**config.mk**
```make
export PLATFORM = sky130hd
export DESIGN_NAME = cdb_arbiter
export DESIGN_NICKNAME = d
export VERILOG_FILES = /design/src/rtl/cdb_arbiter_pkg.sv /design/src/rtl/cdb_arbiter_rr_picker.sv /design/src/rtl/cdb_arbiter.sv
export SDC_FILE = /design/constraint.sdc
export NUM_CORES = 1
export LEC_CHECK = 0
export BUFFER_PORTS_ARGS = -buffer_cell sky130_fd_sc_hd__clkbuf_2
export CAP_MARGIN = 10
export CORE_ASPECT_RATIO = 0.9
export CORE_UTILIZATION = 45
export CTS_BUF_LIST = sky130_fd_sc_hd__clkbuf_8
export CTS_CLUSTER_DIAMETER = 150
export DETAILED_ROUTE_END_ITERATION = 10
export HOLD_SLACK_MARGIN = 0.08
export PLACE_DENSITY = 0.68
export SETUP_SLACK_MARGIN = 0.4
export SLEW_MARGIN = 5
export SYNTH_ARGS = -nofsm -noshare
export SYNTH_HDL_FRONTEND = slang
export SYNTH_SLANG_ARGS = --single-unit
export TNS_END_PERCENT = 1
```
**constraint.sdc**
```tcl
create_clock -name clk -period 3.25 [get_ports clk]
set_input_delay 0.1625 -clock clk [delete_from_list [all_inputs] [get_ports clk]]
set_output_delay 0.1625 -clock clk [all_outputs]
set_load 0.02 [all_outputs]
```
**src/rtl/cdb_arbiter_pkg.sv**
```systemverilog
// Shared types and constants for the common-data-bus arbiter.
//   ARB_RR / ARB_FIXED : arbitration mode selectors for cdb_arbiter.ARB_MODE
//   N_CDB_LANES        : default lane count used by the datapath
//   cdb_lane_t         : one broadcast lane {valid, tag, data} at default widths
//   wrap_inc           : modulo-n increment, safe for non-power-of-two n
package cdb_arbiter_pkg;

  localparam int ARB_RR      = 0;
  localparam int ARB_FIXED   = 1;
  localparam int N_CDB_LANES = 1;

  localparam int CDB_TAG_W  = 3;
  localparam int CDB_DATA_W = 16;

  typedef struct packed {
    logic                  valid;
    logic [CDB_TAG_W-1:0]  tag;
    logic [CDB_DATA_W-1:0] data;
  } cdb_lane_t;

  function automatic int unsigned wrap_inc(int unsigned v, int unsigned n);
    return (v + 1 >= n) ? 0 : v + 1;
  endfunction

endpackage

```
**src/rtl/cdb_arbiter_rr_picker.sv**
```systemverilog
// Combinational multi-winner picker.
// Scans req starting at index start (wrapping modulo N_SRC) and grants the
// first N_LANES set bits; the k-th winner is reported on lane k.
//   req        : request vector (occupied holds)
//   start      : first index to scan
//   grant      : one bit per granted source
//   lane_valid : lane k has a winner
//   lane_idx   : source index of lane k's winner
//   last_idx   : index of the final winner in scan order
module cdb_arbiter_rr_picker #(
  parameter  int N_SRC   = 4,
  parameter  int N_LANES = 1,
  localparam int SRC_W   = $clog2(N_SRC)
) (
  input  logic [N_SRC-1:0]              req,
  input  logic [SRC_W-1:0]              start,
  output logic [N_SRC-1:0]              grant,
  output logic [N_LANES-1:0]            lane_valid,
  output logic [N_LANES-1:0][SRC_W-1:0] lane_idx,
  output logic [SRC_W-1:0]              last_idx
);

  int unsigned idx;
  int unsigned n_won;

  always_comb begin
    grant      = '0;
    lane_valid = '0;
    lane_idx   = '0;
    last_idx   = '0;
    idx        = 0;
    n_won      = 0;
    for (int unsigned k = 0; k < N_SRC; k++) begin
      idx = (32'(start) + k) % N_SRC;
      if (req[idx] && n_won < N_LANES) begin
        grant[idx]        = 1'b1;
        lane_valid[n_won] = 1'b1;
        lane_idx[n_won]   = idx[SRC_W-1:0];
        last_idx          = idx[SRC_W-1:0];
        n_won             = n_won + 1;
      end
    end
  end

endmodule

```
**src/rtl/cdb_arbiter.sv**
```systemverilog
// Common-data-bus arbiter and broadcast stage.
// Each producer owns one hold entry; occupied holds are granted onto
// N_LANES registered CDB lanes, round-robin or fixed priority.
//   clk, rst_n          : clock, async active-low reset
//   flush               : synchronous squash of holds and lanes
//   src_valid/tag/data  : producer results (tag/data flattened per source)
//   src_ready           : producer i accepted on this edge
//   cdb_valid/tag/data  : registered broadcast lanes
//   cdb_src             : source index carried by each lane
//   pending             : number of occupied holds
module cdb_arbiter
  import cdb_arbiter_pkg::*;
#(
  parameter int N_SRC    = 4,
  parameter int N_LANES  = N_CDB_LANES,
  parameter int TAG_W    = 3,
  parameter int DATA_W   = 16,
  parameter int ARB_MODE = ARB_RR
) (
  input  logic                               clk,
  input  logic                               rst_n,
  input  logic                               flush,
  input  logic [N_SRC-1:0]                   src_valid,
  input  logic [N_SRC*TAG_W-1:0]             src_tag,
  input  logic [N_SRC*DATA_W-1:0]            src_data,
  output logic [N_SRC-1:0]                   src_ready,
  output logic [N_LANES-1:0]                 cdb_valid,
  output logic [N_LANES*TAG_W-1:0]           cdb_tag,
  output logic [N_LANES*DATA_W-1:0]          cdb_data,
  output logic [N_LANES*$clog2(N_SRC)-1:0]   cdb_src,
  output logic [$clog2(N_SRC+1)-1:0]         pending
);

  localparam int SRC_W = $clog2(N_SRC);
  localparam int CNT_W = $clog2(N_SRC+1);

  logic [N_SRC-1:0]              hold_valid;
  logic [TAG_W-1:0]              hold_tag  [N_SRC];
  logic [DATA_W-1:0]             hold_data [N_SRC];
  logic [SRC_W-1:0]              rr_ptr;
  logic [SRC_W-1:0]              rr_next;
  logic [SRC_W-1:0]              pick_start;
  logic [N_SRC-1:0]              grant;
  logic [N_SRC-1:0]              accept;
  logic [N_LANES-1:0]            lane_valid;
  logic [N_LANES-1:0][SRC_W-1:0] lane_idx;
  logic [SRC_W-1:0]              last_idx;

  // Grants depend only on hold state, never on the current inputs.
  assign pick_start = (ARB_MODE == ARB_FIXED) ? '0 : rr_ptr;

  cdb_arbiter_rr_picker #(
    .N_SRC   (N_SRC),
    .N_LANES (N_LANES)
  ) u_picker (
    .req        (hold_valid),
    .start      (pick_start),
    .grant      (grant),
    .lane_valid (lane_valid),
    .lane_idx   (lane_idx),
    .last_idx   (last_idx)
  );

  // A granted hold is drained this edge, so it can be refilled on the same edge.
  assign src_ready = flush ? '0 : (~hold_valid | grant);
  assign accept    = src_valid & src_ready;
  assign rr_next   = SRC_W'(wrap_inc(32'(last_idx), N_SRC));

  always_ff @(posedge clk or negedge rst_n) begin
    if (!rst_n) begin
      hold_valid <= '0;
      for (int unsigned i = 0; i < N_SRC; i++) begin
        hold_tag[i]  <= '0;
        hold_data[i] <= '0;
      end
    end else if (flush) begin
      hold_valid <= '0;
    end else begin
      // Reload wins over the grant-clear so back-to-back transfers never drop.
      for (int unsigned i = 0; i < N_SRC; i++) begin
        if (accept[i]) begin
          hold_valid[i] <= 1'b1;
          hold_tag[i]   <= src_tag[i*TAG_W +: TAG_W];
          hold_data[i]  <= src_data[i*DATA_W +: DATA_W];
        end else if (grant[i]) begin
          hold_valid[i] <= 1'b0;
        end
      end
    end
  end

  always_ff @(posedge clk or negedge rst_n) begin
    if (!rst_n) begin
      cdb_valid <= '0;
      cdb_tag   <= '0;
      cdb_data  <= '0;
      cdb_src   <= '0;
    end else if (flush) begin
      cdb_valid <= '0;
    end else begin
      for (int unsigned k = 0; k < N_LANES; k++) begin
        cdb_valid[k] <= lane_valid[k];
        if (lane_valid[k]) begin
          cdb_tag[k*TAG_W +: TAG_W]    <= hold_tag[lane_idx[k]];
          cdb_data[k*DATA_W +: DATA_W] <= hold_data[lane_idx[k]];
          cdb_src[k*SRC_W +: SRC_W]    <= lane_idx[k];
        end
      end
    end
  end

  always_ff @(posedge clk or negedge rst_n) begin
    if (!rst_n) begin
      rr_ptr <= '0;
    end else if (!flush && ARB_MODE == ARB_RR && |grant) begin
      rr_ptr <= rr_next;
    end
  end

  always_comb begin
    pending = '0;
    for (int unsigned i = 0; i < N_SRC; i++) begin
      pending = pending + CNT_W'(hold_valid[i]);
    end
  end

endmodule

```
# Word level (Yosys, flattened, before mapping)
# Index checks and enable logic that the tools add are counted.
[classes]
magnitude_cmp = 19
multipliers = 0
addsub = 9
eq_ne = 0
reduce_logical = 22
n_mux = 61
bitwise_logic = 11
n_shift = 0
div_mod_pow = 0
[op_table]
columns = ["operator", "n"]
rows = [
  ["$lt 32x1->1 const B", 4],
  ["$ge 32x1->1 const B", 2],
  ["$mux 32", 2],
  ["$add 32x1->32 const B", 1],
  ["$bmux 16 s2", 1],
  ["$mux 16", 2],
  ["$mux 1", 25],
  ["$mux 4", 6],
  ["$mux 2", 11],
  ["$or 4x4->4", 4],
  ["$lt 2x3->1 const B", 4],
  ["$reduce_bool 3->1", 4],
  ["$logic_and 1x1->1", 11],
  ["$reduce_and 2->1", 5],
  ["$bmux 1 s2", 4],
  ["$demux 1 s2", 4],
  ["$ge 2x1->1 const B", 4],
  ["$bmux 3 s2", 1],
  ["$bwmux 2", 3],
  ["$ge 3x3->1 const B", 2],
  ["$mux 3", 2],
  ["$add 2x2->2 const B", 2],
  ["$and 4x4->4", 1],
  ["$not 4->4", 1],
  ["13 further kinds", 16],
]
[word_totals]
ramBits = 0
rom_bits = 0
latchBits = 0
in_bits = 83
memories = 0
register_bits = 104

# Logic depth before layout (Yosys ltp)
[logic_depth]
ltp_word = 18
ltp_mapped = 13
depth_no_buf = 9

# By module
# A second synthesis with hierarchy kept.
[unflattened]
hier_cells = 394
hier_area_um2 = 5091.1
[by_module_without_submodules]
columns = ["module", "n_inst", "area_each_um2", "cells_per_inst"]
rows = [
  ["cdb_arbiter", 1, 4548.1, 319],
  ["cdb_arbiter_rr_picker", 1, 543.0, 75],
]

# Worst setup path after synthesis
# Ideal clock, no wire load.
[synth_path]
path_kind = "register -> register"
from = "register rr_ptr[0] (netlist: pick_start[0])"
to = "register hold_data[10] in the netlist's numbering"
stages_incl_launch_ff = 14
slack_ns = -0.158
arrival_ns = 3.283
required_time_ns = 3.125
synth_period_minus_slack_ns = 3.408
cell_sequence = "dfrtp_1 > buf_2 > inv_1 > ha_1 > clkbuf_1 > o211ai_2 > o21ai_1 > buf_2 > a221oi_2 > a31oi_1 > and2_1 > buf_6 > buf_6 > mux2_4"
[synth_via]
elab_chain_cells = 16
elab_cells_between_ends = 53
cone_classes = "add/sub: 5; order compare: 11; mux: 24; bitwise: 5; reduce/logical: 8"
[synth_lines]
columns = ["element", "line_no", "rtl"]
rows = [
  ["start: declaration", "cdb_arbiter.sv:40", "logic [SRC_W-1:0] rr_ptr;"],
  ["start signal: assignment", "cdb_arbiter.sv:116", "rr_ptr <= rr_next;"],
  ["parallel branches: the longest is 11 deep, another holds $lt 32x1->1", "n/a", ""],
  ["$mux 4 *", "cdb_arbiter_rr_picker.sv:35", "if (req[idx] && n_won < N_LANES) begin"],
  ["$or 4x4->4 *", "cdb_arbiter.sv:65", "assign src_ready = flush ? '0 : (~hold_valid | grant);"],
  ["$mux 4 *", "cdb_arbiter.sv:65", ""],
  ["net src_ready[3]", "cdb_arbiter.sv:26", "output logic [N_SRC-1:0] src_ready,"],
  ["$and 4x4->4 *", "cdb_arbiter.sv:66", "assign accept = src_valid & src_ready;"],
  ["$reduce_and 2->1 (no source line) *", "n/a", ""],
  ["end signal: indexed assignment", "cdb_arbiter.sv:84", "hold_data[i] <= src_data[i*DATA_W +: DATA_W];"],
  ["end: declaration", "cdb_arbiter.sv:39", "logic [DATA_W-1:0] hold_data [N_SRC];"],
]
# Mark *: on every way through the listed nets, which the timed path passes. The select of a mux whose other input is x is not followed.
# A chain may end at the register's enable or synchronous reset.

# Final worst setup path
[layout_path]
from = "register rr_ptr[0] (netlist: pick_start[0])"
to = "register cdb_tag[1]"
[layout_via]
elab_chain_cells = 18
elab_cells_between_ends = 56
cone_classes = "add/sub: 5; order compare: 9; mux: 31; bitwise: 4; reduce/logical: 7"
[layout_lines]
columns = ["element", "line_no", "rtl"]
rows = [
  ["parallel branches: the longest is 18 deep, another holds $lt 32x1->1", "n/a", ""],
  ["end signal: indexed assignment", "cdb_arbiter.sv:104", "cdb_tag[k*TAG_W +: TAG_W] <= hold_tag[lane_idx[k]];"],
  ["end: declaration", "cdb_arbiter.sv:28", "output logic [N_LANES*TAG_W-1:0] cdb_tag,"],
]
# Several ways; the timed one is not identified. The select of a mux whose other input is x is not followed.

==> out/metrics.yaml <==
grtUsageTotal_pct: 25.1
crit_fanout: 14
grt_max_degree: 44
clockBufferDepth: 2
fin_nets: 740
period_share_pct: 87.8
p_total_mw: 7.66
coreArea_um2: 11600
synth_top_area_share_pct: 48.0
combPwrFrac_pct: 59.7
core.rowCount: 37
worst_pin_slew_ps: 716
synthFlopType: "dfrtp_1"
gp_congestion: 0.888
slew_violations: 0
yosysMostFrequentCell: "dfrtp_1"
port_buffers: 111
seqPwrFrac_pct: 28.4
synth_area_um2: 5420
insertion_delay_ps: 380
async_flop_share_pct: 100
ant_nets: 0
vdd_drop_max_mv: 0.428
viasPerCell: 5.43
worst_setup_path_start_kind: "flip-flop"
drtIter0Drc: 313
r2r_start: "pick_start[0]"
endpoint_kind: "flip-flop"
synth.area.top_cells: "dfrtp_1 (48%), mux2_4 (11%), mux2_1 (7.7%)"
synth_edf_count: 0
clock-sinks: 104
drive_above_1_share_pct: 39.8
vias: 4395
yosysTopAreaCell: "dfrtp_1"
p_leak_nw: 3.46
tritoncts: "done"
syn2layout_area_growth_pct: 43.4
status: "finished, final reports clean"
p_clk_share_pct: 11.9
p_sw_share_pct: 41.7
fmax_mhz: 350
antenna_found_initial: 0
drc: 0
max_slew_margin_pct: 52.2
dr.pass1.iters: 4
htreeDepth: 3
power.switching_mw: 3.19
cts_buffers: 9
fp.dieW_um: 118
cellPowerDensity_nw_per_um2: 985
syn_nets: 529
hold_viol: 0
avgSynthCellArea_um2: 12.4
critPathKind: "reg -> reg"
finalClockSkew_ps: 8.19
grt_remaining_overflow: 0
ys_ff_latch: 104
grt_first_pass_wirelength_mm: 24.5
reg2reg_slack_ps: 400
reg2reg_to: "cdb_tag[1]"
start_util_pct: 46.9
hp-start: "flush"
yosys_warnings: 0
grt_setup_unrepaired: "true"
wl_per_cell_um: 18.7
drv_cap: 0
setup_viol_count_final: 0
dieArea_um2: 12500
required_ps: 3510
die_y_um: 106
n_antenna_cell: 0
hold_class: "in -> reg"
ys_seq_area_share_pct: 48.0
synth_commonest_cells: "dfrtp_1 (104), mux2_4 (40), mux2_1 (37)"
worstHoldPathCells: 2
r2r.worst_path.cells: 11
syn-instance-count: 437
routed_wirelength_mm: 15.1
grt_pass1_vias: 4674
hold_path_end: "hold_valid[2]"
fin_crit_ps: 2850
place_hpwl_mm: 9.72
ys_types: 51
path_clk_slew_ps: 100
cts_root_buf: "clkbuf_8"
setup_tns_ps: 0
p_int_mw: 4.47
critPathArrivalTime_ps: 3110
io_pins: 112
[critical path, cell delays in order (launching register included)]
cell and delay [ps]:
dfrtp_1 420, clkinvlp_4 140, ha_4 370, mux4_2 390, nor3b_2 190, a21o_2 250
a21oi_4 160, buf_4 160, buf_12 140, mux2_1 320, o21ai_1 120, o21ai_1 80
[how the worst max path moves through the flow]
stage,slack (ps),endpoint,start,cells after the start
floorplan,330,hold_data[25],pick_start[0],11
CTS,340,cdb_tag[2],pick_start[1],9
global route,300,cdb_tag[1],pick_start[0],11
finish,400,cdb_tag[1],pick_start[0],11
global placement,270,cdb_data[14],pick_start[1],10
detailed placement,160,cdb_data[14],pick_start[0],10
[final cells by class]
type	count	area, um^2
clock buffers	9	124
clock inverters	7	101
fillers	854	3800
inverters	9	37.5
multi-input cells	293	2950
flip-flops and latches	104	2600
well taps	156	195
repair buffers	231	1760
[cell families (layout without fill, tap and decap cells)]
logic type,Yosys count,count (layout),share of synthesized area [%]
flops,104,104,48.0
mux,100,100,23.5
simple gates,94,94,9.11
compound gates,88,89,12.3
buf+inv,41,256,4.71
fa+ha+maj,9,9,2.22
xor+xnor,1,1,0.162
[state kept, by name, indices dropped and copies added (netlist names)]
| signal | cells |
|---|---|
| pick_start | 2 |
| hold_tag | 12 |
| cdb_tag | 3 |
| cdb_data | 16 |
| hold_data | 64 |
| cdb_src | 2 |
| cdb_valid | 1 |
| hold_valid | 4 |
[cells in the final DEF, fill, tap and decap left out, types with 5 or more instances in the layout]
cell           synthesis  layout
buf_12                 0       5
inv_1                  8       6
buf_4                  2      31
a2111oi_2              0      13
mux2i_1               20      19
o21ai_0                7       7
dfrtp_1              104     104
nand2_1               17      17
ha_1                   8       7
clkbuf_8               0       9
a21oi_1                8       8
a211oi_1              21      17
clkbuf_2               0     110
dlygate4sd3_1          0      81
nor2_1                30      30
a31oi_4                0       5
mux2_4                40      40
mux2_1                37      37
nor2b_1               20      19
[per-layer routing]
metal	GRT usage, %	vias up	wire (um)
met3	4.99	16	661
met1	32.1	2217	6660
met2	43.7	138	7660
met4	6.32	0	157
met5	0	-	0
li1	-	2024	-
[power by group through the flow]
| stage | sequential, mW | combinational [mW] | clock, mW |
|---|---|---|---|
| after floorplan | 2.23 | 2.57 | 0 |
| after detailed placement | 2.16 | 3.55 | 0 |
| final | 2.17 | 4.57 | 0.915 |
| after global routing | 2.23 | 4.88 | 0.990 |
| after global placement | 2.15 | 3.44 | 0 |
| after CTS | 2.15 | 4.21 | 0.936 |
[what timing repair did]
item	4_1_cts	5_1_grt
hold buffers	81	0
cloned	2	0
gates resized for setup	33	26
setup endpoints to repair	93	97
endpoints found under the hold margin	121	0
buffers inserted	9	4
pin swaps	2	6
[per-stage QoR]
step	util [%]	cell area, um^2	hold slack [ps]	setup WS [ps]	cells
after global placement	54.8	6340	187	273	697
after CTS	65.7	7600	238	345	805
after detailed placement	54.8	6340	202	158	697
after global routing	67.2	7780	257	296	809
after floorplan	-	5590	-133	328	437
final	67.2	7780	262	396	809
Power figures use the tool's default switching activity.
